$ cat config.mk
export PLATFORM = sky130hd
export DESIGN_NAME = reg_bus_arbiter
export DESIGN_NICKNAME = d
export VERILOG_FILES = /design/src/rtl/ctrl_pkg.sv /design/src/rtl/rr_pick2.sv /design/src/rtl/reg_bus_arbiter.sv
export SDC_FILE = /design/constraint.sdc
export NUM_CORES = 1
export LEC_CHECK = 0
export CAP_MARGIN = 10
export CORE_MARGIN = 4
export CORE_UTILIZATION = 38
export CTS_BUF_LIST = sky130_fd_sc_hd__clkbuf_16
export CTS_CLUSTER_SIZE = 20
export DETAILED_ROUTE_END_ITERATION = 8
export PLACE_DENSITY = 0.76
export SYNTH_ARGS = -nofsm -noshare
export SYNTH_HDL_FRONTEND = slang
export SYNTH_HIERARCHICAL = 1
export SYNTH_SLANG_ARGS = --single-unit
$ cat constraint.sdc
create_clock -name clk -period 1.5 [get_ports clk]
set_input_delay 0.3 -clock clk [delete_from_list [all_inputs] [get_ports clk]]
set_output_delay 0.3 -clock clk [all_outputs]
set_load 0.02 [all_outputs]
$ cat src/rtl/ctrl_pkg.sv
// ctrl_pkg: shared FSM state encoding and parameter defaults for the register bus arbiter
package ctrl_pkg;
   typedef enum logic [1:0] {S_IDLE, S_ISSUE, S_WAIT, S_ACK} state_t;
   localparam int ADDR_W_DEF = 8;
   localparam int DATA_W_DEF = 8;
   localparam int RD_LAT_DEF = 1;
endpackage

$ cat src/rtl/rr_pick2.sv
// rr_pick2: two-way round-robin picker favouring the requester not served last
module rr_pick2 (
   input  logic [1:0] req,
   input  logic       last,
   output logic       grant,
   output logic       valid
);
   assign valid = |req;
   assign grant = &req ? ~last : req[1];
endmodule

$ cat src/rtl/reg_bus_arbiter.sv
// reg_bus_arbiter: arbitrates two register-bus requesters onto one register file port
module reg_bus_arbiter
   import ctrl_pkg::*;
#(
   parameter int ADDR_W = ADDR_W_DEF,
   parameter int DATA_W = DATA_W_DEF,
   parameter int RD_LAT = RD_LAT_DEF
) (
   input  logic              clk,
   input  logic              rst_n,
   input  logic              m0_req,
   input  logic              m0_wr,
   input  logic [ADDR_W-1:0] m0_addr,
   input  logic [DATA_W-1:0] m0_wdata,
   output logic              m0_ack,
   output logic [DATA_W-1:0] m0_rdata,
   input  logic              m1_req,
   input  logic              m1_wr,
   input  logic [ADDR_W-1:0] m1_addr,
   input  logic [DATA_W-1:0] m1_wdata,
   output logic              m1_ack,
   output logic [DATA_W-1:0] m1_rdata,
   output logic [ADDR_W-1:0] reg_addr,
   output logic [DATA_W-1:0] reg_wdata,
   output logic              reg_wr,
   output logic              reg_rd,
   input  logic [DATA_W-1:0] reg_rdata,
   output logic              busy,
   output logic              owner
);
   state_t            state, nxt;
   logic [1:0]        pend, eff, own_mask, gnt_mask;
   logic [1:0]        cnt;
   logic              last, win, any, start, lat_wr, win_wr, rd_done;
   logic [ADDR_W-1:0] win_addr;
   logic [DATA_W-1:0] win_wdata;

   assign eff       = {m1_req | pend[1], m0_req | pend[0]};
   assign win_wr    = win ? m1_wr : m0_wr;
   assign win_addr  = win ? m1_addr : m0_addr;
   assign win_wdata = win ? m1_wdata : m0_wdata;
   assign start     = state == S_IDLE && any;
   assign rd_done   = state == S_WAIT && cnt == 2'd0;
   assign own_mask  = state != S_IDLE ? {owner, ~owner} : 2'b00;
   assign gnt_mask  = start ? {win, ~win} : 2'b00;

   rr_pick2 u_pick (.req(eff), .last(last), .grant(win), .valid(any));

   // state register
   always_ff @(posedge clk or negedge rst_n)
      if (!rst_n) state <= S_IDLE;
      else state <= nxt;

   // next-state: issue one cycle, then ack directly for writes or after the read wait
   always_comb begin
      nxt = state;
      case (state)
         S_IDLE:  nxt = any ? S_ISSUE : S_IDLE;
         S_ISSUE: nxt = lat_wr ? S_ACK : S_WAIT;
         S_WAIT:  nxt = cnt == 2'd0 ? S_ACK : S_WAIT;
         default: nxt = S_IDLE;
      endcase
   end

   // latch the winning request and drive the one-cycle register strobes
   always_ff @(posedge clk or negedge rst_n)
      if (!rst_n) begin
         owner     <= 1'b0;
         lat_wr    <= 1'b0;
         reg_addr  <= '0;
         reg_wdata <= '0;
         reg_wr    <= 1'b0;
         reg_rd    <= 1'b0;
      end else begin
         reg_wr <= start & win_wr;
         reg_rd <= start & ~win_wr;
         if (start) begin
            owner     <= win;
            lat_wr    <= win_wr;
            reg_addr  <= win_addr;
            reg_wdata <= win_wdata;
         end
      end

   // read latency countdown, loaded while the read strobe is out
   always_ff @(posedge clk or negedge rst_n)
      if (!rst_n) cnt <= 2'd0;
      else if (state == S_ISSUE) cnt <= 2'(RD_LAT - 1);
      else if (state == S_WAIT) cnt <= cnt - 2'd1;

   // capture read data on the last wait cycle and pulse the owner's ack
   always_ff @(posedge clk or negedge rst_n)
      if (!rst_n) begin
         m0_ack   <= 1'b0;
         m1_ack   <= 1'b0;
         m0_rdata <= '0;
         m1_rdata <= '0;
      end else begin
         m0_ack <= nxt == S_ACK && !owner;
         m1_ack <= nxt == S_ACK && owner;
         if (rd_done && !owner) m0_rdata <= reg_rdata;
         if (rd_done && owner) m1_rdata <= reg_rdata;
      end

   // busy flag, last-served pointer and requests remembered while the bus is taken
   always_ff @(posedge clk or negedge rst_n)
      if (!rst_n) begin
         busy <= 1'b0;
         last <= 1'b1;
         pend <= 2'b00;
      end else begin
         busy <= nxt != S_IDLE;
         if (state == S_ACK) last <= owner;
         pend <= (pend | ({m1_req, m0_req} & ~own_mask)) & ~gnt_mask;
      end
endmodule

* After elaboration in Yosys (flattened, before gate mapping) *
Index checks and enable logic that the tools add are counted.

cells by class
  equality and inequality tests = 4
  bitwise operators = 13
  $add $sub $neg = 1
  reductions and logical operators = 14
  multiplexer cells = 12

operators by type and width
  operator                                                             count
  8-bit 2-to-1 mux                                                     2
  2-bit 2-to-1 mux                                                     4
  2-bit == test (second input constant)                                3
  1-bit logical AND                                                    6
  2-bit one-hot mux with 3 select lines                                1
  2-bit nonzero test                                                   3
  1-bit 2-to-1 mux                                                     5
  2-bit bitwise AND                                                    2
  2-bit zero test                                                      2
  1-bit NOT                                                            4
  2-bit NOT                                                            2
  1-bit bitwise AND                                                    2
  2-bit by 1-bit == test with 1-bit output (second input constant)     1
  1-bit OR                                                             2
  2-bit OR                                                             1
  2-bit AND reduction                                                  1
  2-bit OR reduction                                                   1
  2-bit by 1-bit subtractor with 2-bit output (second input constant)  1
  1-bit zero test                                                      1

storage, ports and cells
  register bits after elaboration = 46

* Depth between registers and ports, before layout *
  depth after elaboration = 7
  mapped depth = 6
  gate-level depth less buffers = 5

* Modules after synthesis *
Netlist, hierarchy kept.

modules (own cells, without submodules)
  module           cells an instance  times used  seq. area each (sq um)  area an instance (sq um)
  reg_bus_arbiter  154                1           1152.4                  1958.1
  rr_pick2         2                  1           0.0                     13.8

* Worst setup path after synthesis *
No wires, ideal clock.

  path type = flip-flop to flip-flop
  start point = register pend[1]
  end point = register m1_ack
  data arrival time = 1.521 ns
  required time = 1.380 ns
  clock period less this slack = 1.642 ns
  path buffers = 0
  stages on the path, launching flop included = 6
  path slack = -0.142 ns
  cells stage by stage = dfrtp_1 or2_2 or2_1 a222oi_1 nor2_1 and3_2

on the way
  cells in the longest elaborated chain, start to end = 6

RTL lines
  item                                   RTL line                source
  start, declared                        reg_bus_arbiter.sv:32   logic [1:0] pend, eff, own_mask, gnt_mask;
  start signal, assigned                 reg_bus_arbiter.sv:114  pend <= (pend | ({m1_req, m0_req} & ~own_mask)) & ~gnt_mask;
  1-bit OR                               reg_bus_arbiter.sv:38   assign eff = {m1_req | pend[1], m0_req | pend[0]};
  via eff[1]                             reg_bus_arbiter.sv:32
  2-bit OR reduction                     rr_pick2.sv:8           assign valid = |req;
  via any                                reg_bus_arbiter.sv:34   logic last, win, any, start, lat_wr, win_wr, rd_done;
  1-bit 2-to-1 mux                       reg_bus_arbiter.sv:58   S_IDLE: nxt = any ? S_ISSUE : S_IDLE;
  2-bit one-hot mux with 3 select lines  reg_bus_arbiter.sv:57   case (state)
  via nxt[0]                             reg_bus_arbiter.sv:31   state_t state, nxt;
  2-bit == test                          reg_bus_arbiter.sv:100  m1_ack <= nxt == S_ACK && owner;
  1-bit logical AND                      reg_bus_arbiter.sv:100
  end signal, assigned                   reg_bus_arbiter.sv:100
  end, declared                          reg_bus_arbiter.sv:21   output logic m1_ack,

The timed path passes the listed nets, and every way through them passes these cells.
A chain may end at the register's enable or synchronous reset.

* Worst setup path after layout *
  start point = register pend[1]
  end point = register busy

on the way
  cells in the longest elaborated chain, start to end = 5

RTL lines
  item                                   RTL line                source
  1-bit OR                               reg_bus_arbiter.sv:38
  via eff[1]                             reg_bus_arbiter.sv:32
  2-bit OR reduction                     rr_pick2.sv:8
  via any                                reg_bus_arbiter.sv:34
  1-bit 2-to-1 mux                       reg_bus_arbiter.sv:58
  2-bit one-hot mux with 3 select lines  reg_bus_arbiter.sv:57
  via nxt[0]                             reg_bus_arbiter.sv:31
  2-bit nonzero test                     reg_bus_arbiter.sv:112  busy <= nxt != S_IDLE;
  end signal, assigned                   reg_bus_arbiter.sv:108  busy <= 1'b0;
  end signal, assigned                   reg_bus_arbiter.sv:112
  end, declared                          reg_bus_arbiter.sv:28   output logic busy,

The timed path passes the listed nets, and every way through them passes these cells.

==> impl_metrics.toml <==
[cells_and_area]
layout-drive-gt1-share = 0.195
n_fill_cell = 415
syn_to_final_growth_pct = 59.9
final_core_util = 0.646
antenna_cells = 0
stdcell_count = 323
multiInputGateArea_um2 = 800
seqCellArea_um2 = 1150
nets = 307

[cts]
cts.sink_count = 46
cts_buffers = 5
clockBufferDepth = 2
root_buffer = "clkbuf_16"
htree_levels = 2
clk_latency_ns = 0.28
cts_tree = "built"
clk_pin_slew_ns = 0.06

[yosys]
synth.largest_area_cell = "dfrtp_1"
synth_top_area_frac = 0.571
ys_warn_count = 6
synth-edff-count = 0
ys_ff_latch = 46
synth_top_family_by_area = "multiplexers"
synth_commonest_cells = "dfrtp_1 (45), nand2_1 (20), mux2i_1 (18)"
async_flop_share = 1.00
synth_cell_types = 27
syn_inst = 156
yosys.area_share.simple = 0.0945
synth-adder-area-share = 0.0381
synth_compound_area_frac = 0.0660
yosysMostFrequentCell = "dfrtp_1"
syn_area_um2 = 1970
synthMuxAreaShare = 0.188
synth_fp_nets = 208
synth_area_leaders = "dfrtp_1 (57%), mux2_2 (9.7%), mux2i_1 (9.1%)"
synth-xor-area-share = 0
avgSynthCellArea_um2 = 12.6
ys_seq_area_frac = 0.584
synthFlopType = "dfrtp_1"

[placement]
dp_slack_ns = -0.560
dp_hpwl_um = 3320
io_buffer_count = 83
gp_congestion = 0.766
dp.cells = 311

[grt]
track_usage = 0.145
overflow = 0
grt_max_degree = 36
grt_pass1_wl_um = 7040
grt_pass1_vias = 1572
antenna_found_initial = 0

[floorplanning]
die_height_um = 80.0
rows = 25
ios = 84
die-width_um = 80.0
core_area_um2 = 4880
die-area_um2 = 6410
start_util = 0.404

[setup_path]
worstPathArrival_ns = 1.89
critPathRequiredTime_ns = 1.67
end_kind = "flip-flop"
start_kind = "flip-flop"
crit_type = "reg -> reg"
worstPathMaxFanout = 3

[drt]
initialDrtViolationCount = 37
via_count = 1492
detail-route-antenna-nets = 0
drc = 0
wl_per_cell_um = 13.9
drt_pass1_iterations = 4
via_per_inst = 4.62
wl_um = 4490

[pwr]
irDropWorstVdd_mv = 0.969
p_leak_nw = 1.52
power_density_nw_per_um2 = 2210

[timing]
final.min_clock_period_ns = 1.72
setup_tns_ns = -2.04
whs_ns = 0.323
rsz0062_at_grt = "yes"
slew_violations = 0
hold_viol_final = 0
setup_viol = 22
skew_ns = 0.00406
worst-slew-pin-transition_ns = 0.419
finalWorstSetupSlack_ns = -0.215
max_slew_margin = 0.721
fmax_mhz = 583
period_share = 1.14

[hold_path]
hold_class = "in -> async"

[outcome]
violations = "setup timing"
status = "complete, but fails checks"

[job]
maxCapViolations = 0
==> state kept, by name (all words and copies together) (netlist names), 2 cells and up <==
name and cells:
state 2, m1_rdata 8, m0_rdata 8, reg_wdata 8, cnt 2, pend 2, reg_addr 8
==> report_power, final <==
group,total [mW],switching (mW),internal [mW],leakage (nW)
Combinational,3.59,1.89,1.70,0.883
Clock,1.22,0.446,0.779,0.0836
Sequential,2.16,0.278,1.88,0.551
Total,6.97,2.62,4.36,1.52
==> worst max-delay path, stage by stage (launching register included) <==
cell      delay (ns)
dfrtp_1         0.37
or2_4           0.23
or2_4           0.25
a222oi_1        0.39
nor2_1          0.14
or2_1           0.22
==> cell usage in the layout, fill, tap and decap left out <==
| cell type | synthesis | layout |
|---|---|---|
| buf_2 | 2 | 1 |
| nor4b_2 | 0 | 1 |
| dfrtp_1 | 45 | 45 |
| a21boi_2 | 0 | 1 |
| and3_4 | 0 | 1 |
| a222oi_1 | 1 | 1 |
| a21oi_1 | 2 | 2 |
| inv_1 | 4 | 4 |
| clkbuf_16 | 0 | 6 |
| clkinv_2 | 0 | 2 |
| nand3_4 | 0 | 1 |
| dfstp_2 | 1 | 1 |
| nand2_4 | 0 | 1 |
| o21a_1 | 1 | 1 |
| nor2_1 | 4 | 4 |
| or2_4 | 0 | 3 |
| o22ai_1 | 1 | 1 |
| buf_6 | 2 | 1 |
| bufinv_16 | 0 | 1 |
| mux2_2 | 17 | 17 |
| mux2i_1 | 18 | 18 |
| nand2_1 | 20 | 19 |
| clkdlybuf4s50_1 | 0 | 42 |
| o22a_1 | 1 | 1 |
| nand3b_4 | 1 | 1 |
| buf_4 | 0 | 10 |
| and2_1 | 2 | 2 |
| or2_1 | 2 | 1 |
| dlygate4sd2_1 | 0 | 40 |
| buf_12 | 0 | 2 |
| nand2b_1 | 2 | 2 |
| ha_1 | 6 | 6 |
| o21ai_0 | 16 | 16 |
| dlygate4sd3_1 | 0 | 1 |
==> cell families (layout without fill, tap and decap cells) <==
kind of cell               after synthesis  count (layout)
AOI/OAI and AO/OA                       23              23
adders and majority gates                6               6
buffers and inverters                   10             110
DFF                                     46              46
muxes                                   35              35
and+or+nand+nor                         36              36
==> layout make-up <==
cell class | instances | area share
tap | 67 | 0.0266
inverter | 4 | 0.00476
clock buffer | 5 | 0.0397
sequential | 46 | 0.365
multi-input combinational | 100 | 0.254
timing repair buffer | 98 | 0.297
clock inverter | 3 | 0.0127
==> path summary, 6_finish.rpt <==
check / from / slack [ns] / depth (start not counted) / end
max reg2reg: pend[1] / -0.22 / 5 / busy
max in group asynchronous: rst_n / 0.64 / 3 / last
max: pend[1] / -0.22 / 5 / busy
min in group clk: m1_req / 0.45 / 3 / pend[1]
min: rst_n / 0.32 / 2 / reg_wdata[2]
min reg2reg: reg_wdata[7] / 0.48 / 2 / reg_wdata[7]
==> per-stage QoR <==
stage | cell area [µm²] | power [mW]
floorplan | 1980 | 4.30
global placement | 2960 | 5.87
detailed placement | 2960 | 5.96
CTS | 3090 | 6.83
global route | 3150 | 7.48
finish | 3150 | 6.97
==> repair_timing <==
action                                  4_1_cts  5_1_grt
pin swaps                                     5        2
endpoints found under the hold margin         1        0
setup buffers                                 0        1
resized for setup                            40        5
endpoints found under the setup margin       63       33
gates cloned                                  0        2
hold buffers                                  1        0
==> layer usage <==
metal	GRT usage	vias to the layer above	wire length, µm
li1	-	734	-
met1	0.155	685	1670
met2	0.240	68	2180
met3	0.0779	5	574
met4	0.0557	0	70
met5	0	-	0
Note: power is estimated with default switching activity, not from simulation.
==> RTL edit: new RTL, same settings <==
Encoding of `state_t`: now one-hot (4 bits for 4 states).
--- a/src/rtl/ctrl_pkg.sv
+++ b/src/rtl/ctrl_pkg.sv
@@ -1,6 +1,6 @@
 // ctrl_pkg: shared FSM state encoding and parameter defaults for the register bus arbiter
 package ctrl_pkg;
-   typedef enum logic [1:0] {S_IDLE, S_ISSUE, S_WAIT, S_ACK} state_t;
+   typedef enum logic [3:0] {S_IDLE = 4'b0001, S_ISSUE = 4'b0010, S_WAIT = 4'b0100, S_ACK = 4'b1000} state_t;
    localparam int ADDR_W_DEF = 8;
    localparam int DATA_W_DEF = 8;
    localparam int RD_LAT_DEF = 1;
Check against the original RTL: no difference found for any inputs over 10 cycles, from zero or initial values and one cycle with rst_n low; not proved beyond that.
==> RTL edit against the unedited design <==
The run still ends with setup timing left; clock power increased by 18%; sequential power increased by 7%; power increased by 10%; final cell count increased by 7.4%; global-route usage increased by 1.1 points; wire length increased by 22%; synthesized area increased by 9.1%; setup slack improved by 190 ps; design area increased by 8.8%; clock skew increased by 2.9 ps; sequential cell count increased by 2; via count increased by 17%; core utilization decreased by 2.3 points; largest cell class unchanged.
==> RTL edit: results (changes against the unedited design) <==
status: finished, violations left
failing checks: setup timing
non-clock inverter count: 6 (+2)
Synth Area in Compound Gates: 0.127 (+0.0608)
switching share of power: 0.374 (-0.00129)
GRT Util Overall: 0.156 (+0.0113)
share of post-route cells with drive strength above 1: 0.236 (+0.0411)
Placer Congestion: 0.750 (-2.0%)
synth top area cells: dfrtp_1, mux2_2, a21oi_1
dpl ws: -374 ps (+186 ps)
Mapped Nets: 222 (+6.7%)
Logic pwr share: 0.512 (-0.003)
Net Switching: 2.88 mW (+9.9%)
Hold WC Path Type: in -> reg
M3 GR Usage: 0.0387 (-0.0392)
slowest CP cell: dfrtp_1
# fillers: 446 (+7.5%)
Distinct cells, synth: 38 (+41%)
Vias: 1739 (+17%)
first-pass GRT wire length: 8710 um (+24%)
wl on met1: 2290 um (+37%)
CP max FO: 8 (+5)
CP delay by family, top: flip-flops
NonClk Buf Share: 0.296 (-0.00156)
fin worst setup slack: -22.5 ps (+193 ps)
endpoints failing setup: 13 (-41%)
met3 wire len: 241 um (-58%)
commonest cells in the synthesized netlist: dfrtp_1, a21oi_1, mux2_2, mux2i_1, buf_2
post-CTS setup buffers: 1 (+1)
Critical R2R Launch: cnt[0]
[RTL edit: cell types whose count changed in the layout (fill, tap and decap cells not counted), moves of 2 or more]
cell	unedited run	this run
o21ai_0	16	1
nand3b_1	0	3
nand2_1	19	1
or2_4	3	1
ha_1	6	1
buf_12	2	4
mux2i_1	18	15
a21oi_1	2	35
buf_4	10	13
clkinv_2	2	0
nor3_1	0	2
mux2i_2	0	2
[RTL edit: worst register-to-register path, delay by kind of cell (launching register included)]
family / cells / cell delay, ps
DFF: 1 / 400
muxes: 1 / 370
and+or+nand+nor: 1 / 320
adders and majority gates: 1 / 240
buffers and inverters: 1 / 70
[RTL edit: worst max-delay path by stage]
stage | to | slack, ps | from | depth (start not counted)
after global placement | lat_wr | -310 | m0_req | 7
after global routing | m0_rdata[4] | -110 | cnt[0] | 4
final | m0_rdata[4] | -20 | cnt[0] | 4
after CTS | m0_rdata[4] | -40 | cnt[0] | 4
after floorplan | owner | 4 | state[3] | 5
after detailed placement | reg_addr[1] | -370 | m0_req | 7
